==> config.mk <==
export PLATFORM = sky130hd
export DESIGN_NAME = fifo_wr_arbiter
export DESIGN_NICKNAME = d
export VERILOG_FILES = /design/src/rtl/fifo_wr_arbiter.sv
export SDC_FILE = /design/constraint.sdc
export NUM_CORES = 1
export LEC_CHECK = 0
export CELL_PAD_IN_SITES_DETAIL_PLACEMENT = 1
export CELL_PAD_IN_SITES_GLOBAL_PLACEMENT = 1
export CORE_MARGIN = 4
export CORE_UTILIZATION = 28
export CTS_BUF_LIST = sky130_fd_sc_hd__clkbuf_2
export DETAILED_ROUTE_END_ITERATION = 10
export PLACE_DENSITY = 0.87
export SYNTH_ARGS = -nofsm -noshare
export SYNTH_HDL_FRONTEND = slang
export SYNTH_SLANG_ARGS = --single-unit
export TNS_END_PERCENT = 100
==> constraint.sdc <==
create_clock -name i_clk -period 2.2 [get_ports i_clk]
set_clock_uncertainty 0.15 [all_clocks]
set_input_delay 0.33 -clock i_clk [delete_from_list [all_inputs] [get_ports i_clk]]
set_output_delay 0.33 -clock i_clk [all_outputs]
set_load 0.01 [all_outputs]
==> src/rtl/fifo_wr_arbiter.sv <==
// fifo_wr_arbiter
// Round-robin arbiter that shares one fifo_async write port among NumReq
// requesters in the write clock domain. A grant covers a whole burst: the
// winner keeps the port until it presents a last beat or MaxBurst beats are
// accepted. The arbitration decision is registered. Data and handshakes pass
// through combinationally from the granted requester to the FIFO.
//
// state | meaning
// ------+-----------------------------------------------------------------
// IDLE  | no owner; search from rr_ptr and register the winner for next cycle
// BURST | grant g owns the FIFO port; beats flow whenever FIFO not full

module fifo_wr_arbiter #(
   parameter int NumReq   = 4,
   parameter int Width    = 8,
   parameter int MaxBurst = 16
) (
   input  logic                      i_clk,
   input  logic                      i_rstn,
   input  logic [NumReq-1:0]         i_req_valid,
   input  logic [NumReq*Width-1:0]   i_req_data,
   input  logic [NumReq-1:0]         i_req_last,
   output logic [NumReq-1:0]         o_req_ready,
   output logic                      o_fifo_wr_en,
   output logic [Width-1:0]          o_fifo_wr_data,
   input  logic                      i_fifo_full,
   output logic [NumReq-1:0]         o_grant,
   output logic                      o_busy
);

   localparam int IdxW = (NumReq > 1) ? $clog2(NumReq) : 1;
   localparam int CntW = $clog2(MaxBurst + 1);

   typedef enum logic [0:0] {
      IDLE  = 1'b0,
      BURST = 1'b1
   } state_t;

   state_t            state, state_n;
   logic [IdxW-1:0]   rr_ptr, rr_ptr_n;
   logic [IdxW-1:0]   gidx, gidx_n;
   logic [NumReq-1:0] grant, grant_n;
   logic [CntW-1:0]   beat_cnt, beat_cnt_n;

   logic              pick_found;
   logic [IdxW-1:0]   pick_idx;
   logic              accept;
   logic              burst_end;

   // Rotating priority search: first valid requester at or after rr_ptr.
   always_comb begin
      int j;
      pick_found = 1'b0;
      pick_idx   = '0;
      j          = 0;
      for (int k = 0; k < NumReq; k++) begin
         j = int'(rr_ptr) + k;
         if (j >= NumReq) j = j - NumReq;
         if (!pick_found && i_req_valid[j]) begin
            pick_found = 1'b1;
            pick_idx   = IdxW'(j);
         end
      end
   end

   // Next-state logic and FIFO-side outputs.
   always_comb begin
      state_n        = state;
      rr_ptr_n       = rr_ptr;
      gidx_n         = gidx;
      grant_n        = grant;
      beat_cnt_n     = beat_cnt;
      o_req_ready    = '0;
      o_fifo_wr_en   = 1'b0;
      o_fifo_wr_data = '0;
      o_busy         = 1'b0;
      accept         = 1'b0;
      burst_end      = 1'b0;

      case (state)
         IDLE: begin
            if (pick_found) begin
               state_n    = BURST;
               gidx_n     = pick_idx;
               grant_n    = {{(NumReq-1){1'b0}}, 1'b1} << pick_idx;
               beat_cnt_n = '0;
            end
         end
         BURST: begin
            o_busy         = 1'b1;
            o_fifo_wr_data = i_req_data[gidx*Width +: Width];
            if (!i_fifo_full) o_req_ready = grant;
            accept         = i_req_valid[gidx] & ~i_fifo_full;
            o_fifo_wr_en   = accept;
            // Last flag and the beat cap can coincide; either ends the burst once.
            burst_end      = accept &
                             (i_req_last[gidx] | (beat_cnt == CntW'(MaxBurst - 1)));
            if (accept) beat_cnt_n = beat_cnt + 1'b1;
            if (burst_end) begin
               state_n    = IDLE;
               grant_n    = '0;
               beat_cnt_n = '0;
               rr_ptr_n   = (gidx == IdxW'(NumReq - 1)) ? '0 : gidx + 1'b1;
            end
         end
         default: begin
            state_n = IDLE;
            grant_n = '0;
         end
      endcase
   end

   // State, pointer, grant and beat counter registers.
   always_ff @(posedge i_clk or negedge i_rstn) begin
      if (!i_rstn) begin
         state    <= IDLE;
         rr_ptr   <= '0;
         gidx     <= '0;
         grant    <= '0;
         beat_cnt <= '0;
      end else begin
         state    <= state_n;
         rr_ptr   <= rr_ptr_n;
         gidx     <= gidx_n;
         grant    <= grant_n;
         beat_cnt <= beat_cnt_n;
      end
   end

   assign o_grant = grant;

endmodule

==> results of run 1 <==
## critical path: stages (launching register included)
cell     delay [ns]
dfrtp_1        0.44
buf_12         0.14
buf_4          0.10
mux4_2         0.50
and2_4         0.16
buf_6          0.11
## final timing paths
kind,from,end,cells past startpoint
worst max-delay path,gidx[0],o_fifo_wr_data[4],5
worst min-delay path,i_rstn,beat_cnt[2],1
worst max register to register,gidx[0],rr_ptr[1],7
worst min register to register,beat_cnt[4],beat_cnt[4],2
max in group asynchronous,i_rstn,rr_ptr[0],1
min in group i_clk,beat_cnt[4],beat_cnt[4],2
## logic make-up after synthesis
family | count (synthesis) | synth area share
multiplexers | 12 | 0.2342
flip-flops | 14 | 0.3279
AO/OA/AOI/OAI | 15 | 0.09953
adder cells (fa/ha/maj) | 3 | 0.03513
buffers and inverters | 8 | 0.03044
AND/OR/NAND/NOR | 50 | 0.2728
## state kept, by name (all words and copies together) (netlist names)
register / flops
beat_cnt: 5
o_grant: 4
gidx: 2
rr_ptr: 2
state: 1
## layout make-up
type / count / area, µm² / area share
clock inverter: 1 / 3.754 / 0.001963
sequential: 14 / 350.3 / 0.1832
timing repair buffer: 79 / 770.7 / 0.4031
clock buffer: 3 / 15.01 / 0.007853
tap: 48 / 60.06 / 0.03141
multi-input combinational: 80 / 700.7 / 0.3665
inverter: 3 / 11.26 / 0.005890
## layer usage
metal	vias to the layer above	wire length [µm]
li1	541	-
met1	571	1692
met2	51	1925
met3	4	260
met4	0	38
met5	-	0
## where the power goes
group	internal, mW	switching (mW)
registers	0.363	0.118
logic	0.849	0.559
clock network	0.0395	0.0826
## through the flow
step	total power [mW]	setup WS, ns	hold slack (ns)	util	TNS [ns]
final	2.011	-0.001470	0.2897	0.5222	-0.001470
after global routing	2.158	-0.08141	0.2982	0.5222	-0.4622
after CTS	1.916	-0.001788	0.2931	0.5109	-0.003465
after detailed placement	1.749	-0.1982	0.3529	0.4959	-1.171
after global placement	1.682	-0.1679	0.3352	0.4959	-0.9132
after floorplan	1.118	0.3295	-0.1156	-	0
## placed cells by master, fill, tap and decap left out, types with 2 or more instances in the layout
master	count
clkdlybuf4s50_1	50
buf_4	15
dfrtp_1	14
mux4_2	10
nand2_1	10
nand3_1	9
buf_6	8
and2_4	6
and2_1	6
o21ai_0	5
nor2_1	4
o32ai_1	4
clkbuf_2	4
ha_1	3
inv_1	2
or2_2	2
nand2b_1	2
nand4_1	2
nand4b_1	2
buf_2	2
buf_12	2
## what timing repair did
action | CTS | global route
setup buffers | 8 | 1
hold endpoints to repair | 0 | 0
gates cloned | 0 | 0
endpoints found under the setup margin | 9 | 10
pin swaps | 4 | 5
resized for setup | 38 | 12
==> flow_metrics.env, run 1 <==
export IMPL_drv_slew=0
export IMPL_dieArea_um2=4869
export IMPL_cts_sinks=14
export IMPL_synth_warnings=0
export IMPL_cts_buffer_depth=2
export IMPL_chipWidth_um=69.78
export IMPL_start_util=0.2919
export IMPL_busiest_layer="met2"
export IMPL_min_period_ns=2.201
export IMPL_grt_use_met1=0.2081
export IMPL_hold_path_class="in -> async"
export IMPL_layout_nets=227
export IMPL_rsz0062_at_grt="true"
export IMPL_crit_fanout=8
export IMPL_gp_congestion=0.8173
export IMPL_via_per_inst=5.118
export IMPL_synth_cells=102
export IMPL_ys_top_cells_by_count="dfrtp_1, and2_1, mux4_2, nand2_1, nand3_1"
export IMPL_startpoint_type="flop"
export IMPL_finalNonFillerCells=228
export IMPL_antenna_found_initial=0
export IMPL_worstSetupPathType="reg -> out"
export IMPL_yosys_area_top_type="dfrtp_1"
export IMPL_postLayoutSetupSlackWorst_ns=-0.001470
export IMPL_core_um2=3661
export IMPL_synth_cell_types=32
export IMPL_dpl_hpwl_um=3054
export IMPL_io_pins=61
export IMPL_clk_latency_ns=0.27
export IMPL_grt_max_degree=21
export IMPL_overflow=0
export IMPL_avgSynthCellArea_um2=10.48
export IMPL_ir_worst_vdd_uv=403.7
export IMPL_finalCritPeriodShare=1.001
export IMPL_synthesis_area_um2=1069
export IMPL_finalSetupViolations=1
export IMPL_wirelength_um=3917
export IMPL_cts_buffers=3
export IMPL_use_met3=0.03188
export IMPL_grtUsageTotal=0.1658
export IMPL_cp_end_kind="output pin"
export IMPL_drv_cap=0
export IMPL_required_ns=1.72
export IMPL_cts_tree="done"
export IMPL_hold_buffers=0
export IMPL_violations="setup timing"
export IMPL_wire_per_inst_um=17.18
export IMPL_final_hold_viol_count=0
export IMPL_grt_pass1_vias=1280
export IMPL_synth_async_reset_ratio=1.000
export IMPL_rrSetupSlack_ns=0.07
export IMPL_status="complete, but fails checks"
export IMPL_slew_headroom=0.5644
export IMPL_synth_seq_cells=14
export IMPL_drtAntennaViolNets=0
export IMPL_drtPass1Iterations=4
export IMPL_design_area_um2=1912
export IMPL_die_y_um=69.78
export IMPL_path_clk_slew_ns=0.14
export IMPL_syn_to_final_growth_pct=78.92
export IMPL_arrival_ns=1.72
export IMPL_ys_top_cells_by_area="dfrtp_1, mux4_2, and2_1"
export IMPL_synthFlopType="dfrtp_1"
export IMPL_rows=22
export IMPL_drc=0
export IMPL_drive_gt1_frac=0.3000
export IMPL_tightest_slew_ns=0.6514
export IMPL_power_density_nw_per_um2=1052
export IMPL_n_antenna_cell=0
export IMPL_synth_top_area_frac=0.3279
export IMPL_place_inst=216
export IMPL_drtIter0Drc=15
export IMPL_grtUsageMet2=0.2917
export IMPL_yosysSeqAreaShare=0.3279
export IMPL_root_buffer="clkbuf_2"
export IMPL_clock_fmax_ghz=0.4542
export IMPL_fillers=404
export IMPL_p_leak_nw=0.8300
export IMPL_htreeDepth=1
export IMPL_synthesis_nets=148
export IMPL_yosysMostFrequentCell="dfrtp_1"
export IMPL_grt_pass1_wl_um=6596
export IMPL_synth_edf_count=0
export IMPL_io_buffers=60
export IMPL_placed_cell_area_um2=1815
export IMPL_vias=1167
No activity file was read; power rests on OpenSTA's default activity.
==> inputs of run 2 (changes only) <==
REMOVE_ABC_BUFFERS = 1   (was not set)
==> run 2 against run 1 <==
The flow still finishes with violations (setup timing). Critical path depth is the same. Global-route usage grew 1.3 points. Wire length is 4.5% higher. Sequential share of layout area shrank 0.072 points. Non-clock buffer count unchanged. Maximum frequency fell by 0.62%. Combinational power is essentially flat. First-iteration DRC count is 110% higher. Register-to-register slack better by 0.05 ns. Setup slack got worse by 0.014 ns. Sequential power fell by 2%. Clock-buffer cell count stayed put. Critical path type unchanged.
==> flow_metrics.env, run 2 (synthesis results as in run 1) <==
export IMPL_n_antenna_cell=0
export IMPL_multiInputGateArea_um2=703.2
export IMPL_hold_path_class="in -> async"
export IMPL_clock_fmax_ghz=0.4514
export IMPL_cts_buffers=3
export IMPL_largest_register_ffs=5
export IMPL_htreeDepth=1
export IMPL_clockPowerShare=0.065
export IMPL_top_layer="met4"
export IMPL_crit_slowest_cell="mux4_2"
export IMPL_overflow=0
export IMPL_crit_fanout=5
export IMPL_p_comb_frac=0.699
export IMPL_rsz0062_at_grt="true"
export IMPL_max_stage_delay_ns=0.48
export IMPL_drv_slew=0
export IMPL_grt_pass1_vias=1333
export IMPL_rows=22
export IMPL_io_buffers=60
export IMPL_final_hold_viol_count=0
export IMPL_fillers=403
export IMPL_grtUsageTotal=0.1786
export IMPL_slew_headroom=0.5516
export IMPL_die_y_um=69.78
export IMPL_grt_max_degree=21
export IMPL_path_buf_inv=3
export IMPL_required_ns=1.72
export IMPL_cts_sinks=14
export IMPL_wl_met1_um=1774
export IMPL_netSwitchingPower_mw=0.7596
export IMPL_root_buffer="clkbuf_2"
export IMPL_ir_worst_vdd_uv=504.4
export IMPL_core_um2=3661
export IMPL_cp_end_kind="output pin"
export IMPL_pwr_share_seq=0.236
export IMPL_largest_register="beat_cnt"
export IMPL_drtPass1Iterations=4
export IMPL_path_cells="buf_12 > buf_4 > mux4_2 > and2_1 > buf_2"
export IMPL_internal_power_mw=1.234
export IMPL_start_util=0.2919
export IMPL_final_cell_mix="clkdlybuf4s50_1, buf_4, dfrtp_1"
export IMPL_dieArea_um2=4869
export IMPL_final_common_cell="clkdlybuf4s50_1"
export IMPL_layout_nets=227
export IMPL_placed_cell_area_um2=1818
export IMPL_power_density_nw_per_um2=1039
export IMPL_timing_hold_ws_ns=0.2771
export IMPL_clk_latency_ns=0.29
export IMPL_postLayoutSetupSlackWorst_ns=-0.01524
export IMPL_io_pins=61
export IMPL_via_per_inst=5.039
export IMPL_cts_tree="done"
export IMPL_drive_gt1_frac=0.2944
export IMPL_met2RoutedLength_um=2078
export IMPL_grt_pass1_wl_um=6969
export IMPL_drtAntennaViolNets=0
export IMPL_syn_to_final_growth_pct=79.63
export IMPL_wire_per_inst_um=17.96
export IMPL_violations="setup timing"
export IMPL_routed_wl_met3_um=223
export IMPL_antenna_found_initial=0
export IMPL_min_period_ns=2.215
export IMPL_finalSetupViolations=3
export IMPL_drtIter0Drc=31
export IMPL_wirelength_um=4094
export IMPL_startpoint_type="flop"
export IMPL_design_area_um2=1919
export IMPL_worstSetupPathType="reg -> out"
export IMPL_gp_congestion=0.8771
export IMPL_p_leak_nw=0.8849
export IMPL_hold_buffers=0
export IMPL_seq_area_um2=350.3
export IMPL_path_delay_family="multiplexers"
export IMPL_status="complete, but fails checks"
export IMPL_chipWidth_um=69.78
export IMPL_dpl_hpwl_um=3297
export IMPL_vias=1149
export IMPL_drv_cap=0
export IMPL_arrival_ns=1.74
export IMPL_pre_cts_slack_ns=-0.1631
export IMPL_tightest_slew_ns=0.6705
export IMPL_cts_buffer_depth=2
export IMPL_finalCritPeriodShare=1.007
export IMPL_path_clk_slew_ns=0.15
export IMPL_swShare=0.3810
export IMPL_drc=0
export IMPL_post_route_util=0.5243
[run 2: cell count changes in the layout (fill, tap and decap cells not counted), sizes merged]
cell	before	now
dlymetal6s2s	1	4
clkbuf	4	3
clkdlybuf4s50	50	47
buf	27	28
[run 2: repair_timing]
| item | 4_1_cts | 5_1_grt |
|---|---|---|
| resized for setup | 44 | 11 |
| cloned | 0 | 0 |
| setup endpoints to repair | 9 | 13 |
| pin swaps | 8 | 1 |
| setup buffers | 6 | 0 |
[run 2: stage by stage]
step / total power [mW] / cells / setup TNS (ns)
after floorplan: 1.097 / 97 / 0
after global placement: 1.680 / 218 / -0.8891
after detailed placement: 1.737 / 218 / -1.163
after CTS: 1.950 / 228 / -0.1704
after global routing: 2.146 / 228 / -0.5832
final: 1.994 / 228 / -0.01958
[run 2: routing by layer]
metal / up-vias / track usage
li1: 541 / -
met1: 555 / 0.2120
met2: 51 / 0.3242
met3: 2 / 0.03768
met4: 0 / 0.04468
met5: - / 0
[run 2: area by class of cell]
class | count | area share
tap | 48 | 0.03129
timing repair buffer | 79 | 0.4042
sequential | 14 | 0.1825
multi-input combinational | 80 | 0.3664
inverter | 3 | 0.005867
clock inverter | 1 | 0.001956
clock buffer | 3 | 0.007823
[run 2: power groups by stage]
stage	clock network, mW	logic, mW	registers (mW)
3_5_place_dp	0	1.26	0.472
4_1_cts	0.134	1.35	0.469
3_3_place_gp	0	1.22	0.464
6_report	0.129	1.39	0.471
5_1_grt	0.148	1.51	0.488
2_1_floorplan	0	0.575	0.523
[run 2: worst register-to-register path, cell delays in order (launching register included)]
cell,delay [ns]
dfrtp_1,0.44
buf_12,0.14
buf_8,0.10
buf_4,0.10
mux4_2,0.55
nor2_8,0.12
buf_4,0.16
nand2_1,0.09
o21ai_0,0.17
[run 2: final timing paths]
check	startpoint	to	slack, ns	cells after the start
max in group asynchronous	i_rstn	rr_ptr[1]	1.19	1
setup reg to reg	gidx[0]	beat_cnt[4]	0.12	8
hold / removal	i_rstn	beat_cnt[2]	0.28	1
setup / recovery	gidx[0]	o_fifo_wr_data[1]	-0.02	5
hold reg to reg	beat_cnt[0]	beat_cnt[0]	0.38	1
min in group i_clk	beat_cnt[0]	beat_cnt[0]	0.38	1
==> inputs of run 3 (changes only) <==
ABC_CLOCK_PERIOD_IN_PS = 2200   (was not set)
MAX_ROUTING_LAYER = met4   (was not set)
==> run 3 against run 2 <==
The flow now finishes without violations. Sequential power hardly changed. Via count is 1.7% higher. Critical path depth stayed put. Global-route usage is 1.2 points lower. Critical endpoint is now o_fifo_wr_data[6]. Register-to-register slack better by 0.05 ns. Combinational power is 3% lower. Power is 2.1% lower. Maximum frequency is 2.1% higher. Non-clock buffer count is 4 lower. Worst hold slack better by 0.015 ns. Utilization is 0.62 points lower. Largest cell class unchanged. First-iteration DRC count is 23% lower.
==> flow_metrics.env, run 3 (synthesis results as in run 1) <==
export IMPL_clk_latency_ns=0.27
export IMPL_hold_buffers=0
export IMPL_cts_buffer_depth=2
export IMPL_grt_max_degree=21
export IMPL_ir_worst_vdd_uv=424.2
export IMPL_start_util=0.2919
export IMPL_path_cells="buf_6 > buf_16 > mux4_2 > and2_1 > buf_2"
export IMPL_root_buffer="clkbuf_2"
export IMPL_io_pins=61
export IMPL_finalPower_mw=1.951
export IMPL_gp_congestion=0.8825
export IMPL_cts_sinks=14
export IMPL_drv_cap=0
export IMPL_die_y_um=69.78
export IMPL_r2r_end="rr_ptr[1]"
export IMPL_tightest_slew_ns=0.6652
export IMPL_crit_fanout=4
export IMPL_path_depth=5
export IMPL_chipWidth_um=69.78
export IMPL_layout_nets=223
export IMPL_finalNonFillerCells=224
export IMPL_largest_register_ffs=5
export IMPL_crit_slowest_cell="mux4_2"
export IMPL_placed_cell_area_um2=1823
export IMPL_path_buf_inv=3
export IMPL_grt_pass1_vias=1281
export IMPL_power_density_nw_per_um2=1029
export IMPL_rows=22
export IMPL_fin_setup_tns_ns=0
export IMPL_final_cell_mix="clkdlybuf4s50_1, dfrtp_1, mux4_2, nand2_1"
export IMPL_rsz0062_at_grt="true"
export IMPL_max_stage_delay_ns=0.49
export IMPL_dpl_hpwl_um=3035
export IMPL_wirelength_um=3966
export IMPL_n_antenna_cell=0
export IMPL_largest_register="beat_cnt"
export IMPL_core_um2=3661
export IMPL_place_inst=217
export IMPL_slew_headroom=0.5552
export IMPL_drtAntennaViolNets=0
export IMPL_finalCritPeriodShare=0.9865
export IMPL_final_common_cell="clkdlybuf4s50_1"
export IMPL_clock_fmax_ghz=0.4608
export IMPL_drtPass1Iterations=4
export IMPL_path_delay_family="multiplexers"
export IMPL_finalSetupViolations=0
export IMPL_pre_cts_slack_ns=-0.1457
export IMPL_postLayoutSetupSlackWorst_ns=0.02977
export IMPL_vias=1168
export IMPL_via_per_inst=5.214
export IMPL_startpoint_type="flop"
export IMPL_cp_end_kind="output pin"
export IMPL_r2r_start="gidx[0]"
export IMPL_required_ns=1.72
export IMPL_dieArea_um2=4869
export IMPL_design_area_um2=1897
export IMPL_rrSetupSlack_ns=0.17
export IMPL_path_clk_slew_ns=0.14
export IMPL_htreeDepth=1
export IMPL_worstSetupPathType="reg -> out"
export IMPL_fillers=418
export IMPL_hold_path_class="in -> async"
export IMPL_drc=0
export IMPL_final_hold_viol_count=0
export IMPL_reg2reg_depth=7
export IMPL_min_period_ns=2.170
export IMPL_drtIter0Drc=24
export IMPL_antenna_found_initial=0
export IMPL_cts_tree="done"
export IMPL_grt_pass1_wl_um=6430
export IMPL_arrival_ns=1.69
export IMPL_status="finished clean"
export IMPL_wire_per_inst_um=17.71
export IMPL_drv_slew=0
export IMPL_overflow=0
export IMPL_io_buffers=60
export IMPL_p_leak_nw=0.8599
export IMPL_syn_to_final_growth_pct=77.52
export IMPL_grtUsageTotal=0.1665
export IMPL_cts_buffers=3
export IMPL_drive_gt1_frac=0.2784
run 3: changes by cell type in the layout (fill, tap and decap cells not counted), sizes merged:
cell,delta
buf,-4
run 3: metrics by stage:
step                      hold slack (ns)  utilization
after floorplan                   -0.1156            -
after global placement             0.3311       0.4979
after detailed placement           0.3845       0.4979
after CTS                          0.3014       0.5062
after global routing               0.3401       0.5181
final                              0.2920       0.5181
run 3: worst max-delay path by stage:
stage	slack, ns	endpoint	from
5_1_grt	-0.04	o_fifo_wr_data[6]	gidx[0]
6_report	0.03	o_fifo_wr_data[6]	gidx[0]
2_1_floorplan	0.09	rr_ptr[1]	gidx[0]
3_5_place_dp	-0.15	o_fifo_wr_en	i_req_valid[3]
3_3_place_gp	-0.13	o_fifo_wr_en	i_req_valid[3]
4_1_cts	-0.06	o_fifo_wr_data[3]	gidx[0]
run 3: power breakdown:
group          total [mW]  leakage [nW]  switching (mW)  internal [mW]
sequential          0.474         0.178           0.109          0.365
clock               0.123        0.0140          0.0839         0.0395
combinational        1.35         0.667           0.555          0.799
total                1.95         0.860           0.748           1.20
run 3: repair_timing:
action / in CTS / in global routing
pin swaps: 1 / 6
setup buffers: 1 / 1
resized for setup: 38 / 16
gates cloned: 1 / 0
endpoints found under the setup margin: 9 / 13
run 3: worst register-to-register path: cells and delay by family, from the launching register on:
| kind | cells | cell delay (ns) |
|---|---|---|
| buffers and inverters | 3 | 0.40 |
| flip-flops | 1 | 0.41 |
| AND/OR/NAND/NOR | 2 | 0.18 |
| multiplexers | 2 | 0.79 |
run 3: cell type report:
cell class | count | area, µm² | area share
tap | 48 | 60.06 | 0.03166
sequential | 14 | 351.6 | 0.1854
clock buffer | 3 | 15.01 | 0.007916
clock inverter | 1 | 3.754 | 0.001979
multi-input combinational | 80 | 695.7 | 0.3668
inverter | 3 | 11.26 | 0.005937
timing repair buffer | 75 | 759.5 | 0.4004
run 3: per-layer routing:
metal | track usage | part of all wire | wire [µm]
met1 | 0.1977 | 0.43 | 1715
met4 | 0.04043 | 0.0035 | 14
met5 | - | 0 | 0
met3 | 0.04348 | 0.074 | 294
met2 | 0.2812 | 0.49 | 1942
